### config.mk
export PLATFORM = sky130hd
export DESIGN_NAME = irq_controller
export DESIGN_NICKNAME = d
export VERILOG_FILES = /design/src/rtl/irq_controller.sv
export SDC_FILE = /design/constraint.sdc
export NUM_CORES = 1
export LEC_CHECK = 0
export CORE_ASPECT_RATIO = 1.5
export CORE_MARGIN = 2
export CORE_UTILIZATION = 43
export CTS_CLUSTER_SIZE = 16
export DETAILED_ROUTE_END_ITERATION = 16
export GPL_TIMING_DRIVEN = 0
export PLACE_DENSITY_LB_ADDON = 0.1
export SLEW_MARGIN = 10
export SYNTH_ARGS = -nofsm -noshare
export SYNTH_HDL_FRONTEND = slang
export SYNTH_SLANG_ARGS = --single-unit
### constraint.sdc
create_clock -name clk -period 2.9 [get_ports clk]
set_input_delay 0.29 -clock clk [delete_from_list [all_inputs] [get_ports clk]]
set_output_delay 0.29 -clock clk [all_outputs]
set_load 0.05 [all_outputs]
### src/rtl/irq_controller.sv
// irq_controller: edge-triggered external interrupt controller with claim/complete
// handshake and an optional machine timer.
// Optional feature: define IRQ_TIMER_EN to build MTIME/MTIMECMP and interrupt[1].
// Register map (word index): 0 ENABLE, 1 PENDING, 2 CLAIM/COMPLETE,
// 3 MTIME, 4 MTIMECMP (timer build only); unmapped addresses read 0.

module irq_controller #(
    parameter int unsigned NUM_SRC = 4
) (
    input  logic               clk,
    input  logic               reset,
    input  logic [NUM_SRC-1:0] irq_src,
    input  logic [2:0]         addr,
    input  logic [31:0]        wdata,
    input  logic               we,
    input  logic               re,
    output logic [31:0]        rdata,
    output logic [1:0]         interrupt
);

    localparam int unsigned ID_W        = 4;
    localparam int unsigned SUPP_W      = 2;
    localparam int unsigned SUPP_CYCLES = 2;

    localparam logic [2:0] ADDR_ENABLE  = 3'd0;
    localparam logic [2:0] ADDR_PENDING = 3'd1;
    localparam logic [2:0] ADDR_CLAIM   = 3'd2;
`ifdef IRQ_TIMER_EN
    localparam logic [2:0] ADDR_MTIME    = 3'd3;
    localparam logic [2:0] ADDR_MTIMECMP = 3'd4;
`endif

    // Synchroniser, history and post-reset edge suppression
    logic [NUM_SRC-1:0] r_sync1;
    logic [NUM_SRC-1:0] r_sync2;
    logic [NUM_SRC-1:0] r_hist;
    logic [SUPP_W-1:0]  r_supp;

    // Controller state
    logic [NUM_SRC-1:0] r_enable;
    logic [NUM_SRC-1:0] r_pending;
    logic [ID_W-1:0]    r_inservice;
    logic [31:0]        r_rdata;
    logic               r_irq_ext;

    // Decoded access strobes (a simultaneous we/re is a write only)
    logic               w_rd;
    logic               w_wr_enable;
    logic               w_rd_claim;
    logic               w_wr_claim;
    logic [NUM_SRC-1:0] w_edge;
    logic [NUM_SRC-1:0] w_qual;
    logic [NUM_SRC-1:0] w_claim_mask;
    logic [ID_W-1:0]    w_claim_id;
    logic               w_claim_ok;
    logic               w_complete;
    logic [31:0]        w_rdata_mux;

    assign w_rd        = re & ~we;
    assign w_wr_enable = we && (addr == ADDR_ENABLE);
    assign w_rd_claim  = w_rd && (addr == ADDR_CLAIM);
    assign w_wr_claim  = we && (addr == ADDR_CLAIM);

    // Two-flop synchroniser plus history; history reloads from the first stage
    // while suppression runs so a source already high at reset is not an edge
    always_ff @(posedge clk) begin
        if (reset) begin
            r_sync1 <= '0;
            r_sync2 <= '0;
            r_hist  <= '0;
            r_supp  <= SUPP_W'(SUPP_CYCLES);
        end else begin
            r_sync1 <= irq_src;
            r_sync2 <= r_sync1;
            if (r_supp != '0) begin
                r_hist <= r_sync1;
                r_supp <= r_supp - SUPP_W'(1);
            end else begin
                r_hist <= r_sync2;
            end
        end
    end

    // Rising-edge detect on the synchronised value, masked during suppression
    always_comb begin
        w_edge = '0;
        if (r_supp == '0) begin
            w_edge = r_sync2 & ~r_hist;
        end
    end

    // Lowest-numbered pending and enabled source wins the claim
    always_comb begin
        w_qual       = r_pending & r_enable;
        w_claim_id   = '0;
        w_claim_mask = '0;
        for (int i = int'(NUM_SRC) - 1; i >= 0; i--) begin
            if (w_qual[i]) begin
                w_claim_id      = ID_W'(i + 1);
                w_claim_mask    = '0;
                w_claim_mask[i] = 1'b1;
            end
        end
        w_claim_ok = w_rd_claim && (r_inservice == '0) && (w_qual != '0);
        w_complete = w_wr_claim && (wdata == 32'(r_inservice));
    end

    // ENABLE register
    always_ff @(posedge clk) begin
        if (reset) begin
            r_enable <= '0;
        end else if (w_wr_enable) begin
            r_enable <= wdata[NUM_SRC-1:0];
        end
    end

    // PENDING: claim clears the granted bit, a coincident edge re-sets it
    always_ff @(posedge clk) begin
        if (reset) begin
            r_pending <= '0;
        end else if (w_claim_ok) begin
            r_pending <= (r_pending & ~w_claim_mask) | w_edge;
        end else begin
            r_pending <= r_pending | w_edge;
        end
    end

    // INSERVICE: set by a successful claim, cleared by a matching complete
    always_ff @(posedge clk) begin
        if (reset) begin
            r_inservice <= '0;
        end else if (w_claim_ok) begin
            r_inservice <= w_claim_id;
        end else if (w_complete) begin
            r_inservice <= '0;
        end
    end

    // External interrupt: something claimable and nothing in service
    always_ff @(posedge clk) begin
        if (reset) begin
            r_irq_ext <= 1'b0;
        end else begin
            r_irq_ext <= (|(r_pending & r_enable)) && (r_inservice == '0);
        end
    end

`ifdef IRQ_TIMER_EN
    logic [31:0] r_mtime;
    logic [31:0] r_mtimecmp;
    logic        r_irq_tmr;
    logic        w_wr_mtime;
    logic        w_wr_mtimecmp;

    assign w_wr_mtime    = we && (addr == ADDR_MTIME);
    assign w_wr_mtimecmp = we && (addr == ADDR_MTIMECMP);

    // Free-running MTIME; a write loads instead of incrementing
    always_ff @(posedge clk) begin
        if (reset) begin
            r_mtime <= '0;
        end else if (w_wr_mtime) begin
            r_mtime <= wdata;
        end else begin
            r_mtime <= r_mtime + 32'd1;
        end
    end

    // MTIMECMP register, parked at the maximum after reset
    always_ff @(posedge clk) begin
        if (reset) begin
            r_mtimecmp <= 32'hFFFF_FFFF;
        end else if (w_wr_mtimecmp) begin
            r_mtimecmp <= wdata;
        end
    end

    // Level-sensitive timer interrupt from an unsigned compare
    always_ff @(posedge clk) begin
        if (reset) begin
            r_irq_tmr <= 1'b0;
        end else begin
            r_irq_tmr <= (r_mtime >= r_mtimecmp);
        end
    end
`else
    logic r_irq_tmr;
    assign r_irq_tmr = 1'b0;
`endif

    // Read data selection
    always_comb begin
        w_rdata_mux = '0;
        case (addr)
            ADDR_ENABLE:   w_rdata_mux = 32'(r_enable);
            ADDR_PENDING:  w_rdata_mux = 32'(r_pending);
            ADDR_CLAIM:    w_rdata_mux = w_claim_ok ? 32'(w_claim_id) : 32'd0;
`ifdef IRQ_TIMER_EN
            ADDR_MTIME:    w_rdata_mux = r_mtime;
            ADDR_MTIMECMP: w_rdata_mux = r_mtimecmp;
`endif
            default:       w_rdata_mux = '0;
        endcase
    end

    // Registered read data, held while no read is in progress
    always_ff @(posedge clk) begin
        if (reset) begin
            r_rdata <= '0;
        end else if (w_rd) begin
            r_rdata <= w_rdata_mux;
        end
    end

    assign rdata     = r_rdata;
    assign interrupt = {r_irq_tmr, r_irq_ext};

endmodule

Word-level counts from Yosys, hierarchy flattened

Cells that the tools add are included.
Widths: inputs -> output; s select.

Register bits: 59
Bits in latches: 0
Memory bits (writable): 0
ROM bits: 0
Bits of input ports: 43
Output and inout bits: 34
Memories: 0

Add/subtract/negate cells: 1
$mul: 0
Divide/modulo/power cells: 0
Order comparisons: 0
Eq/ne operators: 3
Shift-type cells: 0
Multiplexer cells: 15
Bitwise gates (word level): 9
Reduce and logical (&&, ||, !) cells: 14

Operators by type and width:

| kind                | count |
|---|---|
| $mux 4              | 13 |
| $eq 32x4->1         | 1 |
| $and 4x4->4         | 3 |
| $pmux 4 s3          | 1 |
| $not 4->4           | 2 |
| $or 4x4->4          | 2 |
| $logic_and 1x1->1   | 7 |
| $logic_not 4->1     | 1 |
| $reduce_bool 2->1   | 2 |
| $reduce_bool 4->1   | 1 |
| $reduce_or 4->1     | 1 |
| $eq 3x1->1 const B  | 1 |
| $eq 3x2->1 const B  | 1 |
| $logic_not 3->1     | 1 |
| $mux 3              | 1 |
| $logic_not 2->1     | 1 |
| $sub 2x1->2 const B | 1 |
| $and 1x1->1         | 1 |
| $not 1->1           | 1 |

Longest topological paths before layout

Gate-level depths: netlist of run 1.

Word-level depth: 9
Mapped depth: 7
Mapped depth without buffers: 6

Least setup slack after synthesis of run 1

Ideal clock, no wire load.

Path type: register -> register
Start: reg r_inservice[2]
End: reg r_pending[3]
Arrival time: 1.257 ns
Required time: 2.772 ns
Slack: 1.515 ns
Stages on the path, launching flop included: 6
Buffers on the path: 0
Period minus slack after synthesis: 1.385 ns
Path through: dfxtp_1 -> or3_1 -> nor4_4 -> nand4_1 -> a21oi_1 -> nor2_1

Word-level cells in the longest chain between the ends: 4

Ends and longest elaborated chain:

| item                           | line | source |
|---|---|---|
| from (decl)                    | 42   | `logic [ID_W-1:0] r_inservice;` |
| from (signal assigned)         | 133  | `r_inservice <= w_claim_id;` |
| $logic_not 4->1                | 104  | `w_claim_ok = w_rd_claim && (r_inservice == '0) && (w_qual != '0);` |
| $logic_and 1x1->1 (2 in a row) | 104  |  |
| $mux 4                         | 121  | `end else if (w_claim_ok) begin` |
| to (signal assigned)           | 122  | `r_pending <= (r_pending & ~w_claim_mask) \| w_edge;` |
| to (signal assigned)           | 124  | `r_pending <= r_pending \| w_edge;` |
| to (decl)                      | 41   | `logic [NUM_SRC-1:0] r_pending;` |

No other way between the ends.
A chain may end at the register's enable or synchronous reset.

Final worst setup path of run 1

Start: in addr[2]
End: reg r_pending[3]

Word-level cells in the longest chain between the ends: 5

Ends and longest elaborated chain:

| item                           | line | source |
|---|---|---|
| from (decl)                    | 13   | `input logic [2:0] addr,` |
| $eq 3x2->1                     | 61   | `assign w_rd_claim = w_rd && (addr == ADDR_CLAIM);` |
| $logic_and 1x1->1              | 61   |  |
| $logic_and 1x1->1 (2 in a row) | 104  |  |
| $mux 4                         | 121  |  |

No other way between the ends.

==> summary.log, run 1 <==
[status] outcome completed
[final_layout] total area of multi-input combinational cells 809.5 um2
[floorplan] vertical die dimension 77.81 um
[logic_synthesis] most common flop cell mapped by yosys dfxtp_1
[final_layout] Post-layout nets 301
[critical_path] Crit Path Class in2reg
[timing] Hold Violations, Final 0
[placement] IO Port Bufs 45
[pwr] areal power density over the cells 479.8 nW/um2
[clock_tree] H-tree lvl count 2
[logic_synthesis] flip-flop and latch count after synthesis 30
[global_route] wire length of the first global-routing pass 5706 um
[timing] worst slew margin relative to its limit 65.50%
[timing] worst-margin pin slew 0.5174 ns
[logic_synthesis] post-synth top area cell dfxtp_1
[global_route] number of global-route vias before repair 1,319
[pwr] P_leak 0.9523 nW
[timing] final worst slack 1.078 ns
[route] number of remaining DRC errors 0
[critical_path] critical-path cell with the highest stage delay clkdlybuf4s50_1
[placement] minimum setup slack after placement 0.8354 ns
[timing] Max Clk Rate 548.8 MHz
[placement] routability congestion estimate 0.8078
[floorplan] Std-Cell Rows 26
[clock_tree] clock transition at the register clock pins on the worst setup and hold paths after CTS 0.06 ns
[timing] Post-Route Skew 0.002294 ns
[critical_path] CP max FO 8
[critical_path] peak per-stage delay on the critical path 0.55 ns
[timing] setup repair after global routing missed its margin false
[critical_path] Worst Setup End Kind flip-flop
[min_path] worst hold-check path type in2reg
[clock_tree] Skew-Pair Late Insertion Delay 0.28 ns
[floorplan] placeable core region 3448 um2
[logic_synthesis] Avg Cell Area, Syn 8.822 um2
[flow_run] Max Cap Viol 0
[floorplan] total die area 4139 um2
[logic_synthesis] yosys warns 0
[final_layout] layout cells sized above 1 17.05%
[timing] Final setup violation count 0
[timing] minimum clock period 1.822 ns
[floorplan] Die Wd 53.20 um
[placement] Post-DP Area 2170 um2
[clock_tree] number of buffers inserted by post-CTS setup repair 0
[critical_path] data required time at the worst endpoint 3.05 ns
[timing] fraction of the cycle the final worst path needs 62.83%
[logic_synthesis] count of different cell masters after synthesis 35
[final_layout] fillers 311
[critical_path] crit start category input pin
[final_layout] Layout area overhead 45.03%
[logic_synthesis] share of async-settable or async-resettable flops after synthesis 0%
[final_layout] area taken by flip-flops and latches 600.6 um2
[logic_synthesis] sequential cell area fraction in the yosys report 38.46%
[global_route] remaining global-route overflow 0
[route] wirelength, routed 3508 um
[final_layout] n_diodes 0
[timing] max-slew violation count 0
[critical_path] data arrival at the endpoint of the critical path 1.98 ns
[clock_tree] CTS-repair resized insts 0
[logic_synthesis] netlist area before placement 1561 um2
[global_route] total track usage 18.61%
[final_layout] most used cells in the layout excluding fill and tap cells 45 x clkdlybuf4s50_1, 30 x buf_4, 30 x dfxtp_1
[global_route] largest net degree at the start of global routing 11
[route] number of antenna-violating nets in the routed design 0
[clock_tree] TritonCTS clock tree yes
[clock_tree] TritonCTS buffer count 5
[placement] HPWL reported at the end of detailed placement 2855 um
[floorplan] Top-Level Pins 77
[timing] minimum hold slack 0.3804 ns
[floorplan] effective utilization at floorplan 45.28%
[logic_synthesis] cell count after synthesis 177
[route] routed vias 1,374
[final_layout] final std cell area, no fill 2265 um2
[critical_path] cells traversed along the worst timing path clkdlybuf4s50_1, nand4bb_1, nor4_4, nand4_1, a21oi_1, nor2_1
[logic_synthesis] number of enable flip-flop cells after synthesis 0
[route] Iter 0 DRT Violations 31
[pwr] worst supply voltage drop on vdd 440.9 uV
[timing] setup total negative slack 0 ns
[clock_tree] number of sinks on the clock net 30
[logic_synthesis] ranking of synthesized cells by area dfxtp_1 38%, buf_4 14%, mux2i_1 7.7%
[critical_path] slack of the worst reg-to-reg path 1.29 ns
[clock_tree] Max clock buf depth 2
[clock_tree] number of buffers inserted by hold repair at cts 0
[clock_tree] root cell of the clock tree clkbuf_8
[logic_synthesis] proportion of netlist area held by the largest area contributor 38.46%
[route] First-pass DRT Iterations 4
[final_layout] most common library cell in the layout ignoring fill and taps clkdlybuf4s50_1
[route] via density per instance 4.580
[global_route] initial antenna violation count 0
[route] Routed WL per cell 11.69 um
-- registers in the layout, summed over array words and instances, names as in the netlist --
name         flops
r_hist           4
r_sync1          4
rdata            4
r_sync2          4
r_supp           2
r_enable         4
r_pending        4
r_irq_ext        1
r_inservice      3
-- logic make-up after synthesis --
kind of cell    share of synthesized area (%)
compound gates                          8.574
buf+inv                                 16.43
xor+xnor                                2.243
flops                                   38.46
other cells                            0.2402
fa+ha+maj                              0.8012
mux                                     8.414
simple gates                            24.84
-- final cells by class --
cell class,instances,area share [%]
well taps,42,2.320
plain buffers,35,10.83
multi-input cells,137,35.75
flip-flops and latches,30,26.52
inverters,3,0.4972
clock buffers,6,3.646
repair buffers,45,19.89
clock inverters,2,0.5525
-- where the power goes --
part	leakage [nW]	internal, mW	switching [mW]
registers	0.245	0.440	0.0141
logic	0.660	0.130	0.159
clock network	0.0472	0.190	0.153
total	0.952	0.760	0.326
-- layer usage --
metal / vias to the layer above / part of all wire (%) / GRT usage [%]
met5: - / 0 / 0
met2: 53 / 53 / 33.09
met1: 601 / 37 / 18.67
li1: 712 / - / -
met3: 8 / 8.3 / 5.577
met4: 0 / 2.0 / 8.974
-- path summary, 6_finish.rpt --
check                                    start           end  depth (start not counted)
worst max register to register  r_inservice[2]  r_pending[3]                          5
worst min-delay path                     reset    r_sync2[2]                          2
worst max-delay path                   addr[2]  r_pending[3]                          6
worst min register to register        rdata[2]      rdata[2]                          1
-- synthesized netlist by cell type (2+ instances only) --
library cell  count
nor3_2            2
nor2b_1           9
or3_1             3
mux2i_1          12
nand2b_1          4
nor2_1           15
a21oi_1          10
nand4_1           2
xor2_1            4
nor4_1            9
nor3_1            7
nand2_1          11
o21ai_1           2
clkbuf_1          2
a211oi_1          2
dfxtp_1          30
buf_1             2
buf_4            30
inv_1             3
nand3b_1          3
-- worst max-delay path: cells and delay by family --
family / cells / cell delay [ns]
AO/OA/AOI/OAI: 1 / 0.19
AND/OR/NAND/NOR: 4 / 0.95
buffers and inverters: 1 / 0.55
-- through the flow --
| stage | power, mW | utilization, % | cells |
|---|---|---|---|
| 3_5_place_dp | 0.7517 | 62.92 | 292 |
| 5_1_grt | 1.147 | 65.67 | 300 |
| 6_report | 1.086 | 65.67 | 300 |
| 3_3_place_gp | 0.7479 | 62.92 | 292 |
| 2_1_floorplan | 0.6730 | - | 205 |
| 4_1_cts | 1.098 | 65.67 | 300 |
Note: power is estimated with default switching activity, not from simulation.
==> inputs of run 2 (changes only) <==
--- a/config.mk
+++ b/config.mk
@@ -7,7 +7,7 @@
 export LEC_CHECK = 0
 export CORE_ASPECT_RATIO = 1.5
 export CORE_MARGIN = 2
-export CORE_UTILIZATION = 43
+export CORE_UTILIZATION = 40
 export CTS_CLUSTER_SIZE = 16
 export DETAILED_ROUTE_END_ITERATION = 16
 export GPL_TIMING_DRIVEN = 0
==> constraint.sdc (replaced) <==
create_clock -name clk -period 1.69 [get_ports clk]
set_input_delay 0.169 -clock clk [delete_from_list [all_inputs] [get_ports clk]]
set_output_delay 0.169 -clock clk [all_outputs]
set_load 0.05 [all_outputs]
==> run 2 against run 1 <==
Power rose by 71%. Register-to-register slack lost 1.2 ns. Clock skew rose by 0.0020 ns. Clock power up 70%. Global-route usage shrank 1.7 points. Sequential cell count is the same. Critical path type is now reg2out. Largest cell class unchanged. Largest power group unchanged.
==> summary.log, run 2 (synthesis gave the netlist of run 1 again) <==
[min_path] beginning of the worst hold path reset [unchanged]
[critical_path] critical-path cell with the highest stage delay clkdlybuf4s50_1 [unchanged]
[pwr] areal power density over the cells 814.1 nW/um2 [was 479.8 nW/um2]
[route] wirelength, routed 3432 um [was 3508 um]
[timing] worst-margin pin slew 0.5133 ns [was 0.5174 ns]
[critical_path] cells traversed along the worst timing path buf_4, clkdlybuf4s50_1 [was clkdlybuf4s50_1, nand4bb_1, nor4_4, nand4_1, a21oi_1, nor2_1]
[route] Routed WL per cell 11.36 um [was 11.69 um]
[floorplan] Top-Level Pins 77 [unchanged]
[final_layout] layout cells sized above 1 17.76% [was 17.05%]
[critical_path] r2r worst-path depth 5 [unchanged]
[floorplan] Std-Cell Rows 27 [was 26]
[final_layout] most common library cell in the layout ignoring fill and taps clkdlybuf4s50_1 [unchanged]
[critical_path] slack of the worst reg-to-reg path 0.10 ns [was 1.29 ns]
[critical_path] CP max FO 1 [was 8]
[timing] worst slew margin relative to its limit 65.78% [was 65.50%]
[timing] fraction of the cycle the final worst path needs 96.55%
[pwr] P_leak 0.9602 nW [was 0.9523 nW]
[global_route] wire length of the first global-routing pass 5319 um [was 5706 um]
[clock_tree] Skew-Pair Late Insertion Delay 0.28 ns [about the same]
[route] routed vias 1,378 [was 1,374]
[floorplan] total die area 4430 um2 [was 4139 um2]
[critical_path] first element of the critical path r_irq_ext [was addr[2]]
[critical_path] count of cell instances traversed by the critical path 2 [was 6]
[flow_run] Max Cap Viol 0 [unchanged]
[placement] Post-DP Area 2171 um2 [was 2170 um2]
[critical_path] Crit Path Class reg2out [was in2reg]
[min_path] worst hold-check path type in2reg [unchanged]
[route] via density per instance 4.563 [was 4.580]
[route] number of remaining DRC errors 0 [unchanged]
[floorplan] Die Wd 55.02 um [was 53.20 um]
[clock_tree] TritonCTS buffer count 5 [unchanged]
[floorplan] placeable core region 3716 um2 [was 3448 um2]
[pwr] total chip power 1.858 mW [was 1.086 mW]
[clock_tree] root cell of the clock tree clkbuf_8 [unchanged]
[critical_path] Worst Setup End Kind output pin [was flip-flop]
[clock_tree] TritonCTS clock tree yes [unchanged]
[critical_path] Top delay family on crit path buffers and inverters [was simple AND/OR/NAND/NOR gates]
[floorplan] vertical die dimension 80.52 um [was 77.81 um]
[timing] Final setup violation count 0 [unchanged]
[critical_path] data required time at the worst endpoint 1.52 ns [was 3.05 ns]
[final_layout] final std cell area, no fill 2282 um2 [was 2265 um2]
[critical_path] combined buffer and inverter count along the critical path 2 [was 1]
[global_route] remaining global-route overflow 0 [unchanged]
[timing] Hold Violations, Final 0 [unchanged]
[route] Iter 0 DRT Violations 21 [was 31]
[placement] HPWL reported at the end of detailed placement 2771 um [was 2855 um]
[critical_path] worst setup path endpoint interrupt[0] [was r_pending[3]]
[clock_tree] clock transition at the register clock pins on the worst setup and hold paths after CTS 0.06 ns [about the same]
[floorplan] effective utilization at floorplan 42.02% [was 45.28%]
[final_layout] most used cells in the layout excluding fill and tap cells 45 x clkdlybuf4s50_1, 31 x buf_4, 30 x dfxtp_1 [was 45 x clkdlybuf4s50_1, 30 x buf_4, 30 x dfxtp_1]
[timing] max-slew violation count 0 [unchanged]
[clock_tree] number of buffers inserted by hold repair at cts 0 [unchanged]
[final_layout] Post-layout nets 302 [was 301]
[clock_tree] Max clock buf depth 2 [unchanged]
[global_route] largest net degree at the start of global routing 11 [unchanged]
[timing] minimum clock period 1.632 ns
[route] number of antenna-violating nets in the routed design 0 [unchanged]
[critical_path] peak per-stage delay on the critical path 0.79 ns [was 0.55 ns]
[final_layout] Layout area overhead 46.15% [was 45.03%]
[clock_tree] H-tree lvl count 2 [unchanged]
[timing] Max Clk Rate 612.9 MHz
[timing] Post-Route Skew 0.004294 ns [was 0.002294 ns]
[status] outcome completed [unchanged]
[placement] IO Port Bufs 45 [unchanged]
[global_route] initial antenna violation count 0 [unchanged]
[clock_tree] number of sinks on the clock net 30 [unchanged]
[global_route] total track usage 16.89% [was 18.61%]
[critical_path] data arrival at the endpoint of the critical path 1.46 ns [was 1.98 ns]
[critical_path] destination of the worst register-to-register timing path r_pending[3] [unchanged]
[pwr] worst supply voltage drop on vdd 704.4 uV [was 440.9 uV]
[critical_path] startpoint of the lowest-slack register-to-register path r_inservice[2] [unchanged]
[final_layout] n_diodes 0 [unchanged]
[global_route] number of global-route vias before repair 1,207 [was 1,319]
[route] First-pass DRT Iterations 4 [unchanged]
[placement] routability congestion estimate 0.7797 [was 0.8078]
[critical_path] crit start category flip-flop [was input pin]
==> run 2: cell count changes in the layout (fill, tap and decap cells not counted), sizes merged <==
cell      before  now
buf           33   34
clkbuf         8    9
clkinvlp       1    0
==> run 2: worst min path at each step <==
stage,endpoint,depth (start not counted)
CTS,r_sync2[0],2
finish,r_sync2[0],2
floorplan,r_sync1[0],1
detailed placement,rdata[0],2
global route,r_sync2[0],2
global placement,rdata[2],1
==> run 2: stage by stage <==
stage	worst slack [ns]	std cells	util, %	hold slack, ns	setup TNS [ns]
after floorplan	0.3050	205	-	0.2972	0
after global placement	-0.2346	293	58.42	0.4364	-1.385
after detailed placement	-0.2204	293	58.42	0.4448	-1.216
after CTS	0.04811	301	60.88	0.2742	0
after global routing	-0.001564	302	61.41	0.3056	-0.001564
final	0.05836	302	61.41	0.2706	0
==> run 2: report_power, final <==
group	total (mW)	internal, mW	switching [mW]
logic	0.495	0.223	0.273
clock network	0.583	0.328	0.255
registers	0.780	0.756	0.0238
==> run 2: worst reg2reg max path, stage by stage, from the launching register on <==
cell and delay, ns:
dfxtp_1 0.35, or3_1 0.44, nor4_4 0.29, nand4_1 0.17
a21oi_1 0.18, nor2_1 0.05
==> run 2: what timing repair did <==
action,in CTS,in global routing
setup buffers,0,1
gates resized for setup,0,2
setup endpoints to repair,0,3
==> run 2: routing by layer <==
metal  global-route usage, %  routed length (um)
met3                   5.576                 383
met4                   10.24                 105
met1                   16.55                1263
met5                       0                   0
met2                   29.05                1680
==> run 2: area by class of cell <==
cell class	count	area, um2
fillers	333	1434
multi-input cells	137	822.0
flip-flops and latches	30	600.6
repair buffers	46	457.9
plain buffers	35	245.2
clock buffers	7	86.33
well taps	43	53.80
inverters	3	11.26
clock inverters	1	5.005
==> inputs of run 3 (changes only) <==
--- a/config.mk
+++ b/config.mk
@@ -7,9 +7,10 @@
 export LEC_CHECK = 0
 export CORE_ASPECT_RATIO = 1.5
 export CORE_MARGIN = 2
-export CORE_UTILIZATION = 40
+export CORE_UTILIZATION = 61
 export CTS_CLUSTER_SIZE = 16
 export DETAILED_ROUTE_END_ITERATION = 16
+export DONT_BUFFER_PORTS = 1
 export GPL_TIMING_DRIVEN = 0
 export PLACE_DENSITY_LB_ADDON = 0.1
 export SLEW_MARGIN = 10
==> run 3 against run 2 <==
Highest routed layer unchanged. Wire length down 7.8%. Sequential cell count unchanged. Global-route usage up 6.2 points. Combinational power down 15%. Sequential power about the same. Final cell count down 19%. Clock-buffer cell count down 2. Non-clock buffer count down 38. Largest power group unchanged. Die area down 33%. Sequential share of layout area up 6.6 points. First-iteration DRC count up 100%. Setup slack better by 0.062 ns.
==> summary.log, run 3 (synthesis gave the netlist of run 1 again) <==
[route] First-pass DRT Iterations 5 [was 4]
[final_layout] final instance count without filler cells 244 [was 302]
[pwr] Pint 1.060 mW [was 1.306 mW]
[final_layout] total area of multi-input combinational cells 809.5 um2 [was 822.0 um2]
[min_path] worst hold stages 3 [was 2]
[floorplan] Die Wd 45.31 um [was 55.02 um]
[critical_path] slack of the worst reg-to-reg path 0.12 ns [was 0.10 ns]
[critical_path] cells traversed along the worst timing path or3_1, nor4_4, nand4_1, a21oi_1, nor2_1 [was buf_4, clkdlybuf4s50_1]
[pwr] Seq pwr share 49.2% [was 42.0%]
[final_layout] n_diodes 0 [unchanged]
[pwr] Comb pwr share 26.5% [was 26.7%]
[timing] minimum clock period 1.570 ns [was 1.632 ns]
[route] highest layer used for signal routing met4 [unchanged]
[placement] IO Port Bufs 0 [was 45]
[final_layout] area taken by flip-flops and latches 600.6 um2 [unchanged]
[floorplan] vertical die dimension 65.97 um [was 80.52 um]
[route] number of remaining DRC errors 0 [unchanged]
[timing] setup total negative slack 0 ns [unchanged]
[timing] fraction of the cycle the final worst path needs 92.88% [was 96.55%]
[route] Iter 0 DRT Violations 43 [was 21]
[timing] worst slew margin relative to its limit 65.66% [was 65.78%]
[route] met3 wirelength from detailed routing 223 um [was 383 um]
[floorplan] total die area 2989 um2 [was 4430 um2]
[placement] routability congestion estimate 0.8837 [was 0.7797]
[final_layout] fillers 188 [was 333]
[pwr] fraction of power consumed by the clock network 24.3% [was 31.4%]
[floorplan] effective utilization at floorplan 63.74% [was 42.02%]
[critical_path] peak per-stage delay on the critical path 0.45 ns [was 0.79 ns]
[clock_tree] Max clock buf depth 2 [unchanged]
[timing] Hold Violations, Final 0 [unchanged]
[clock_tree] number of sinks on the clock net 30 [unchanged]
[min_path] beginning of the worst hold path addr[2] [was reset]
[critical_path] startpoint of the lowest-slack register-to-register path r_inservice[2] [unchanged]
[pwr] worst supply voltage drop on vdd 903.9 uV [was 704.4 uV]
[min_path] worst hold-check path type in2reg [unchanged]
[global_route] number of global-route vias before repair 1,198 [was 1,207]
[final_layout] layout cells sized above 1 19.55% [was 17.76%]
[critical_path] data arrival at the endpoint of the critical path 1.78 ns [was 1.46 ns]
[clock_tree] root cell of the clock tree clkbuf_4 [was clkbuf_8]
[pwr] total chip power 1.583 mW [was 1.858 mW]
[timing] setup repair after global routing missed its margin false
[global_route] wire length of the first global-routing pass 4878 um [was 5319 um]
[pwr] areal power density over the cells 867.7 nW/um2 [was 814.1 nW/um2]
[global_route] total track usage 23.06% [was 16.89%]
[critical_path] data required time at the worst endpoint 1.90 ns [was 1.52 ns]
[route] wirelength, routed 3165 um [was 3432 um]
[clock_tree] TritonCTS clock tree yes [unchanged]
[placement] dpl cells 229 [was 293]
[timing] Final setup violation count 0 [unchanged]
[route] Routed WL per cell 12.97 um [was 11.36 um]
[critical_path] destination of the worst register-to-register timing path r_pending[3] [unchanged]
[final_layout] Post-layout nets 264 [was 302]
[pwr] P_leak 0.7959 nW [was 0.9602 nW]
[clock_tree] clock transition at the register clock pins on the worst setup and hold paths after CTS 0.10 ns [was 0.06 ns]
[timing] max-slew violation count 0 [unchanged]
[global_route] largest net degree at the start of global routing 11 [unchanged]
[pwr] switching power summed over all nets 0.5225 mW [was 0.5519 mW]
[clock_tree] TritonCTS buffer count 5 [unchanged]
[global_route] initial antenna violation count 0 [unchanged]
[floorplan] placeable core region 2450 um2 [was 3716 um2]
[route] number of antenna-violating nets in the routed design 0 [unchanged]
[critical_path] critical-path cell with the highest stage delay or3_1 [was clkdlybuf4s50_1]
[route] routed vias 1,303 [was 1,378]
[global_route] remaining global-route overflow 0 [unchanged]
[final_layout] Layout area overhead 16.83% [was 46.15%]
[min_path] WHS Endpoint rdata[3] [was r_sync2[0]]
[placement] HPWL reported at the end of detailed placement 2451 um [was 2771 um]
[pwr] Net Sw Frac 33.01% [was 29.71%]
[final_layout] most used cells in the layout excluding fill and tap cells 30 x buf_4, 30 x dfxtp_1, 29 x conb_1 [was 45 x clkdlybuf4s50_1, 31 x buf_4, 30 x dfxtp_1]
[flow_run] Max Cap Viol 0 [unchanged]
[critical_path] r2r worst-path depth 5 [unchanged]
[critical_path] CP max FO 4 [was 1]
[route] metal2 WL 1755 um [was 1680 um]
[clock_tree] H-tree lvl count 2 [unchanged]
[critical_path] Worst Setup End Kind flip-flop [was output pin]
[clock_tree] Skew-Pair Late Insertion Delay 0.32 ns [was 0.28 ns]
[status] outcome completed [unchanged]
[route] Post-Route M1 WL 1099 um [was 1263 um]
[floorplan] Top-Level Pins 77 [unchanged]
[timing] Max Clk Rate 637.1 MHz [was 612.9 MHz]
[timing] worst-margin pin slew 0.5150 ns [was 0.5133 ns]
[critical_path] Crit Path Class reg2reg [was reg2out]
[clock_tree] CTS-repair resized insts 0 [unchanged]
[floorplan] Std-Cell Rows 22 [was 27]
[critical_path] crit start category flip-flop [unchanged]
[route] via density per instance 5.340 [was 4.563]
[timing] Post-Route Skew 0.01276 ns [was 0.004294 ns]
run 3: power by group through the flow:
| stage | Sequential (mW) | Clock [mW] | Combinational [mW] |
|---|---|---|---|
| after floorplan | 0.790 | 0 | 0.365 |
| after global placement | 0.794 | 0 | 0.386 |
| after detailed placement | 0.795 | 0 | 0.401 |
| after CTS | 0.779 | 0.395 | 0.416 |
| after global routing | 0.783 | 0.426 | 0.463 |
| final | 0.779 | 0.384 | 0.420 |
run 3: how the worst max path moves through the flow:
stage,cells after the start,start,to,slack [ns]
after floorplan,5,r_inservice[2],r_pending[3],0.31
after global placement,5,r_inservice[2],r_pending[3],0.17
after detailed placement,5,r_inservice[2],r_pending[3],0.14
after CTS,5,r_inservice[2],r_pending[3],0.14
after global routing,5,r_inservice[2],r_pending[3],0.05
final,5,r_inservice[2],r_pending[3],0.12
run 3: timing repair:
| item | 4_1_cts | 5_1_grt |
|---|---|---|
| hold buffers | 8 | 0 |
| setup buffers | 0 | 0 |
| endpoints found under the hold margin | 8 | 0 |
run 3: metrics by stage:
stage               instance area (um2)  util, %  hold slack (ns)  worst slack, ns
finish                             1824    74.46          0.08231           0.1203
global route                       1824    74.46          0.08543          0.05439
CTS                                1824    74.46          0.06149           0.1363
detailed placement                 1697    69.25           0.3068           0.1427
global placement                   1697    69.25           0.2981           0.1669
floorplan                          1667        -           0.2972           0.3050
run 3: metal layers:
layer	track usage (%)	up-vias
li1	-	641
met2	41.25	74
met3	6.557	13
met5	0	-
met4	13.24	0
met1	22.30	575
run 3: cell type report:
type | count | area share (%)
plain buffers | 35 | 13.44
clock buffers | 5 | 2.058
clock inverters | 2 | 0.5487
inverters | 3 | 0.6173
multi-input cells | 137 | 44.38
flip-flops and latches | 30 | 32.92
well taps | 24 | 1.646
repair buffers | 8 | 4.390
run 3: worst max-delay path: cells and delay by family, from the launching register on:
family          cells  cell delay, ns
compound gates      1            0.17
simple gates        4            0.92
flops               1            0.36
